<file path="config.mk">
export PLATFORM = sky130hd
export DESIGN_NAME = seqrec_param
export DESIGN_NICKNAME = d
export VERILOG_FILES = /design/src/rtl/seqrec_pkg.sv /design/src/rtl/seqrec_sat_cnt.sv /design/src/rtl/seqrec_param.sv
export SDC_FILE = /design/constraint.sdc
export NUM_CORES = 1
export LEC_CHECK = 0
export CORE_ASPECT_RATIO = 0.7
export CORE_MARGIN = 2
export CORE_UTILIZATION = 40
export DETAILED_ROUTE_END_ITERATION = 12
export PLACE_DENSITY = 0.79
export SYNTH_ARGS = -nofsm -noshare
export SYNTH_HDL_FRONTEND = slang
export SYNTH_SLANG_ARGS = --single-unit
</file>
<file path="constraint.sdc">
create_clock -name CLK -period 2.2 [get_ports CLK]
set_input_delay 0.44 -clock CLK [delete_from_list [all_inputs] [get_ports CLK]]
set_output_delay 0.44 -clock CLK [all_outputs]
set_load 0.1 [all_outputs]
</file>
<file path="src/rtl/seqrec_pkg.sv">
// Shared constants for the serial pattern recogniser.
//   DEF_PAT_LEN / DEF_CNT_W / DEF_PAT_DEFAULT : default parameter values
//   DEF_FILL_W                                : fill-counter width for the default length
//   fill_width()                              : fill-counter width for any pattern length
package seqrec_pkg;

  localparam int unsigned DEF_PAT_LEN = 4;
  localparam int unsigned DEF_CNT_W   = 8;
  localparam logic [DEF_PAT_LEN-1:0] DEF_PAT_DEFAULT = 4'b1011;

  // Fill saturates at PAT_LEN-1, so clog2(PAT_LEN) bits always suffice.
  function automatic int unsigned fill_width(input int unsigned pat_len);
    return $clog2(pat_len);
  endfunction

  localparam int unsigned DEF_FILL_W = fill_width(DEF_PAT_LEN);

endpackage

</file>
<file path="src/rtl/seqrec_sat_cnt.sv">
// Saturating up-counter with dominant synchronous clear.
//   clk, rst_n : clock, synchronous active-low reset
//   inc        : count up by one (held at all-ones)
//   clr        : force to zero, wins over inc
//   count      : registered count value
module seqrec_sat_cnt #(
  parameter int unsigned CNT_W = 8
) (
  input  logic             clk,
  input  logic             rst_n,
  input  logic             inc,
  input  logic             clr,
  output logic [CNT_W-1:0] count
);

  localparam logic [CNT_W-1:0] CNT_MAX = '1;

  // Count register: clear first, then saturating increment.
  always_ff @(posedge clk) begin
    if (!rst_n) begin
      count <= '0;
    end else if (clr) begin
      count <= '0;
    end else if (inc && (count != CNT_MAX)) begin
      count <= count + CNT_W'(1);
    end
  end

endmodule

</file>
<file path="src/rtl/seqrec_param.sv">
// Serial pattern recogniser with loadable pattern, overlap/non-overlap modes
// and a saturating match counter.
//   CLK, RST   : clock, synchronous active-low reset
//   x, en      : serial data bit and its accept enable
//   ovl        : 1 = overlapping, 0 = non-overlapping detection
//   pat_load   : load pat_in (MSB = first bit) and restart detection
//   clr_cnt    : clear the match counter
//   y          : one-cycle match pulse
//   count      : saturating number of matches
//   armed      : PAT_LEN-1 bits collected, next bit can complete a match
module seqrec_param
  import seqrec_pkg::*;
#(
  parameter int unsigned           PAT_LEN     = DEF_PAT_LEN,
  parameter logic [PAT_LEN-1:0]    PAT_DEFAULT = PAT_LEN'(DEF_PAT_DEFAULT),
  parameter int unsigned           CNT_W       = DEF_CNT_W
) (
  input  logic               CLK,
  input  logic               RST,
  input  logic               x,
  input  logic               en,
  input  logic               ovl,
  input  logic               pat_load,
  input  logic [PAT_LEN-1:0] pat_in,
  input  logic               clr_cnt,
  output logic               y,
  output logic [CNT_W-1:0]   count,
  output logic               armed
);

  localparam int unsigned         HIST_W   = PAT_LEN - 1;
  localparam int unsigned         FILL_W   = fill_width(PAT_LEN);
  localparam logic [FILL_W-1:0]   FILL_MAX = FILL_W'(PAT_LEN - 1);

  logic [PAT_LEN-1:0] pat_q,  pat_n;
  logic [HIST_W-1:0]  hist_q, hist_n;
  logic [FILL_W-1:0]  fill_q, fill_n;
  logic               accept_c;
  logic               match_c;

  // Next-state for pattern, history and fill; pat_load outranks a data bit.
  always_comb begin
    accept_c = en & ~pat_load;
    match_c  = accept_c && (fill_q == FILL_MAX) && ({hist_q, x} == pat_q);
    pat_n    = pat_q;
    hist_n   = hist_q;
    fill_n   = fill_q;
    if (pat_load) begin
      pat_n  = pat_in;
      hist_n = '0;
      fill_n = '0;
    end else if (accept_c) begin
      if (match_c && !ovl) begin
        // Non-overlapping: the matched bits cannot start the next match.
        hist_n = '0;
        fill_n = '0;
      end else begin
        hist_n = HIST_W'({hist_q, x});
        if (fill_q != FILL_MAX) begin
          fill_n = fill_q + FILL_W'(1);
        end
      end
    end
  end

  // State and registered outputs.
  always_ff @(posedge CLK) begin
    if (!RST) begin
      pat_q  <= PAT_DEFAULT;
      hist_q <= '0;
      fill_q <= '0;
      y      <= 1'b0;
      armed  <= 1'b0;
    end else begin
      pat_q  <= pat_n;
      hist_q <= hist_n;
      fill_q <= fill_n;
      y      <= match_c;
      armed  <= (fill_n == FILL_MAX);
    end
  end

  seqrec_sat_cnt #(
    .CNT_W (CNT_W)
  ) u_cnt (
    .clk   (CLK),
    .rst_n (RST),
    .inc   (match_c),
    .clr   (clr_cnt),
    .count (count)
  );

endmodule

</file>
# Word-level counts from Yosys, hierarchy flattened

Cells that the tools add are included.

Bits of input ports: 11
Bits in registers: 19

Multiplexer cells: 5
Reductions and logical operators: 7
Bitwise logic cells: 3
Equality and inequality tests: 5
Add/sub/neg operators: 2

Operators by type and width:

| operator                                      | count |
|---|---|
| adder 8 x 1 -> 8 bit (second input constant)  | 1 |
| 2-to-1 mux 2 bit                              | 4 |
| inequality test 8 bit (second input constant) | 1 |
| == test 2 bit (second input constant)         | 2 |
| == test 4 bit                                 | 1 |
| logical AND 1 bit                             | 4 |
| OR reduction 2 bit                            | 2 |
| 2-to-1 mux 3 bit                              | 1 |
| adder 2 x 1 -> 2 bit (second input constant)  | 1 |
| inequality test 2 bit (second input constant) | 1 |
| NOT 1 bit                                     | 2 |
| AND 1 bit                                     | 1 |
| logical NOT 1 bit                             | 1 |

# Depth between registers and ports, before layout

Word-level depth: 9
Depth in mapped cells: 7
Mapped depth without buffers: 5

# Hierarchy

A second synthesis with hierarchy kept.

Cell total of the unflattened synthesis: 91
Area total of the unflattened synthesis: 888.4 um^2

By module, submodules not included:

| module         | cells each | instances | sequential area each (um^2) | area each (um^2) |
|---|---|---|---|---|
| seqrec_param   | 45         | 1         | 220.2                       | 466.7 |
| seqrec_sat_cnt | 46         | 1         | 160.2                       | 421.7 |

# Worst setup path before layout

OpenSTA, ideal clock, no wires.

Path type: register -> register
Start: register u_cnt.count[0]
End: register u_cnt.count[5]
Arrival time: 2.303 ns
Cell stages (with the launch flop): 6
Buffers on the path: 0
Clock period less this slack: 2.373 ns
Path slack: -0.173 ns
Library setup time: 0.070 ns
Cells stage by stage: dfxtp_1 ha_1 and4_1 or3_4 or4_1 a21oi_1

Longest elaborated chain between the ends: 2
Elaborated cells between the ends (all ways): 3

RTL lines:

| element                                                                      | RTL line             | text |
|---|---|---|
| from (decl)                                                                  | seqrec_sat_cnt.sv:13 | `output logic [CNT_W-1:0] count` |
| from (signal assigned)                                                       | seqrec_sat_cnt.sv:25 | `count <= count + CNT_W'(1);` |
| parallel branches: the longest is 2 deep, another holds adder 8 x 1 -> 8 bit | --                   |  |

Several ways; the timed one is not identified.
A chain may end at the register's enable or synchronous reset.

# Final worst setup path

Start: input port en
End: register u_cnt.count[5]

Longest elaborated chain between the ends: 4

RTL lines:

| element                        | RTL line             | text |
|---|---|---|
| from (decl)                    | seqrec_param.sv:21   | `input logic en,` |
| AND 1 bit                      | seqrec_param.sv:43   | `accept_c = en & ~pat_load;` |
| logical AND 1 bit (2 in a row) | seqrec_param.sv:44   | `match_c = accept_c && (fill_q == FILL_MAX) && ({hist_q, x} == pat_q);` |
| logical AND 1 bit              | seqrec_sat_cnt.sv:24 | `end else if (inc && (count != CNT_MAX)) begin` |

Every way passes these cells.

==> reports/results.env <==
OUTCOME='finished with violations'
FAILED_CHECKS='DRC'
TOTAL_LEAKAGE_POWER_nW=0.413
GRT_FIRST_PASS_WIRELENGTH_MM=3.04
TRITONROUTE_PASS_1_ITERS=8
VIA_COUNT=746
SYNTH-EDFF-COUNT=0
YOSYSWARNINGCOUNT=0
SYNTHESIS.INSTANCES=91
CRITPATHLAUNCHTYPE='input pin'
WORST_HOLD_PATH.ENDPOINT='u_cnt.count[5]'
MAX_CAP_VIOLATIONS=0
REQUIRED_NS=2.44
HOLD_BUFFERS=0
DRTANTENNAVIOLNETS=0
GRT_ANTENNA_BEFORE_REPAIR=0
YOSYSUNIQUECELLTYPES=29
DIE_H_UM=42.3
IO_PINS=21
SLEW-LIMIT-HEADROOM_PCT=72.7
GRT_SETUP_UNREPAIRED='no'
YOSYS_MOST_USED_DFF='dfxtp_1'
CLOCK_INSERTION_DELAY_WORST_SKEW_NS=0.31
SYNTHARSTFLOPSHARE_PCT=0
CORE_AREA_SQ_UM=1920
DESIGN.DIE.AREA_SQ_UM=2480
FILLERS=169
HOLD_VIOL=0
HOLD_WS_NS=0.495
POSTROUTEWIRELENGTH_MM=1.77
FF2FF_PATH_DEPTH=5
FIN_WORST_SKEW_NS=0.0116
FLOORPLAN.INITIALDENSITY_PCT=43.7
GP_CONGESTION=0.798
ROWS=13
YS_SEQ_ELEMENTS=19
CTS-ROOT-BUF='clkbuf_4'
R2R_SETUP_SLACK_NS=0.20
CTS.REPAIR.RESIZED=0
WIDTH_OF_THE_CHIP_UM=58.7
NON_FILLER_CELL_AREA_FINAL_SQ_UM=1110
CRIT_TYPE='in -> reg'
WIRE_PER_INST_UM=12.5
HTREEDEPTH=1
ACHIEVABLE-FREQUENCY_MHz=477
PORT-BUFFER-COUNT=20
FINAL_LAYOUT_SIZE_SUFFIX_GT1_SHARE_PCT=24.4
TIMING.HOLD.WORST.CLASS='reg -> reg'
CLOCK_TREE_FROM_TRITONCTS='done'
CRITPATHARRIVALTIME_NS=2.34
CTS.SINKS=19
PLACE_HPWL_MM=1.37
FIN_CRIT_NS=2.10
SYN-NUM-NETS=103
NETLIST_AREA_SQ_UM=838
GLOBALROUTE.TOTALOVERFLOW=0
FINAL.PERIOD_UTILIZATION_PCT=95.3
CTS_INSERTED_BUFFERS=3
FINALNETCOUNT=132
PLACEMENT.CELL_AREA_SQ_UM=1080
IRDROPWORSTVDD_mV=0.268
CRIT_FANOUT=4
REMAINING_DRC_ERRORS=1
HOLD_DEPTH=2
WORST_R2R_ENDPOINT='u_cnt.count[5]'
SYN_AVG_CELL_AREA_SQ_UM=9.21
GRT_MAX_DEGREE=11
ANTENNADIODECOUNT=0
WORST_R2R_STARTPOINT='u_cnt.count[4]'
YS_SEQ_AREA_SHARE_PCT=45.4
CTSLONGESTPATHBUFFERS=2
FINALMAXSLEWVIOLATIONS=0
MULTIINPUTGATEAREA_SQ_UM=423
FIRST_GLOBAL_VIAS=701
DR.FIRST_ITER.DRC_COUNT=26
SETUP_VIOLATIONS=0
REGISTER_AREA_SQ_UM=388
CLKSLEWWORSTSETUPHOLDPATHS_NS=0.11
POWERDENSITY_nW_PER_UM2=536
GLOBALROUTETOTALUTIL_PCT=16.1
TIMING_WORST_SLEW_PIN_VALUE_NS=0.399
AREA.GROWTH.SYNTH_TO_FINAL_PCT=32.1
HOLDCRITSTARTPOINT='u_cnt.count[5]'
ROUTED_VIA_DENSITY=5.29
POST-CTS-SETUP-BUFFER-COUNT=0
END_KIND='register'
report_power, final:
group	switching [mW]	total [mW]	leakage (nW)	internal, mW
combinational	0.0237	0.0557	0.240	0.0320
clock	0.109	0.180	0.0150	0.0709
sequential	0.00604	0.358	0.158	0.352
total	0.139	0.594	0.413	0.455
synthesized netlist by cell type, types with 2 or more instances:
cell       n  area, sq um
a211oi_1   3         22.5
a21oi_1    3         15.0
and4_1     2         17.5
dfxtp_1   19          380
inv_1      2         7.51
mux2i_1    5         50.1
nand2_1    6         22.5
nand2b_1   2         12.5
nand3_1    3         15.0
nor2_1    13         48.8
nor3_1     4         20.0
nor4_1     2         12.5
o21ai_0    2         10.0
o31ai_1    2         15.0
or4_1      2         15.0
xnor2_1    8         70.1
registers in the layout (all words and copies together) (netlist names):
register and count:
u_cnt.count 8, pat_q 4, hist_q 3, fill_q 2, armed 1, y 1
cells in the final DEF (no fill, tap or decap), drive strengths merged, types with 2 or more instances in the layout:
master and instances:
clkdlybuf4s50 10, nand2 7, nand3 3, clkbuf 4, and4 2, nor2 13
a21oi 3, a211oi 3, o21ai 2, nor3 4, or3 2, nor4 2
buf 18, mux2i 5, xnor2 8, dfxtp 19, inv 2, or4 2
nand2b 2, o31ai 2
cells by family (layout without fill, tap and decap cells):
kind of cell    after synthesis  in the layout  share of synthesized area, %
compound gates               12             12                          9.55
xor+xnor                      8              8                          8.36
fa+ha+maj                     1              1                          1.49
buf+inv                       6             34                          4.18
flops                        19             19                          45.4
mux                           5              5                          5.97
simple gates                 40             40                          25.1
metal layers:
layer / global-route usage, % / part of all wire [%] / vias to the layer above / routed length (um)
li1: - / - / 376 / -
met1: 20.5 / 45 / 333 / 791
met2: 24.7 / 46 / 32 / 820
met3: 5.56 / 7.4 / 5 / 131
met4: 6.82 / 1.3 / 0 / 23
met5: 0 / 0 / - / 0
area by class of cell:
class	count	area share, %
tap	22	2.49
sequential	19	35.0
clock buffer	4	2.37
inverter	2	0.678
timing repair buffer	28	21.2
multi-input combinational	66	38.2
through the flow:
stage / setup TNS, ns / setup WS, ns / instances / util, % / total power, mW
global route: 0 / 0.0137 / 141 / 57.7 / 0.618
CTS: 0 / 0.0964 / 141 / 57.7 / 0.595
floorplan: 0 / 0.0953 / 91 / - / 0.396
global placement: -0.365 / -0.176 / 137 / 56.3 / 0.420
finish: 0 / 0.104 / 141 / 57.7 / 0.594
detailed placement: -0.512 / -0.223 / 137 / 56.3 / 0.421
how the worst max path moves through the flow:
| stage | start | end | slack (ns) |
|---|---|---|---|
| floorplan | u_cnt.count[4] | u_cnt.count[5] | 0.1 |
| global placement | en | u_cnt.count[5] | -0.18 |
| detailed placement | en | u_cnt.count[5] | -0.22 |
| CTS | en | u_cnt.count[5] | 0.1 |
| global route | en | u_cnt.count[5] | 0.01 |
| finish | en | u_cnt.count[5] | 0.10 |
worst max-delay path: stages:
cell and delay (ns):
clkdlybuf4s50_1 0.49, nand2_2 0.06, or3_1 0.32, or3_4 0.39
or4_1 0.48, a21oi_1 0.15
(Power assumes the default switching activity.)
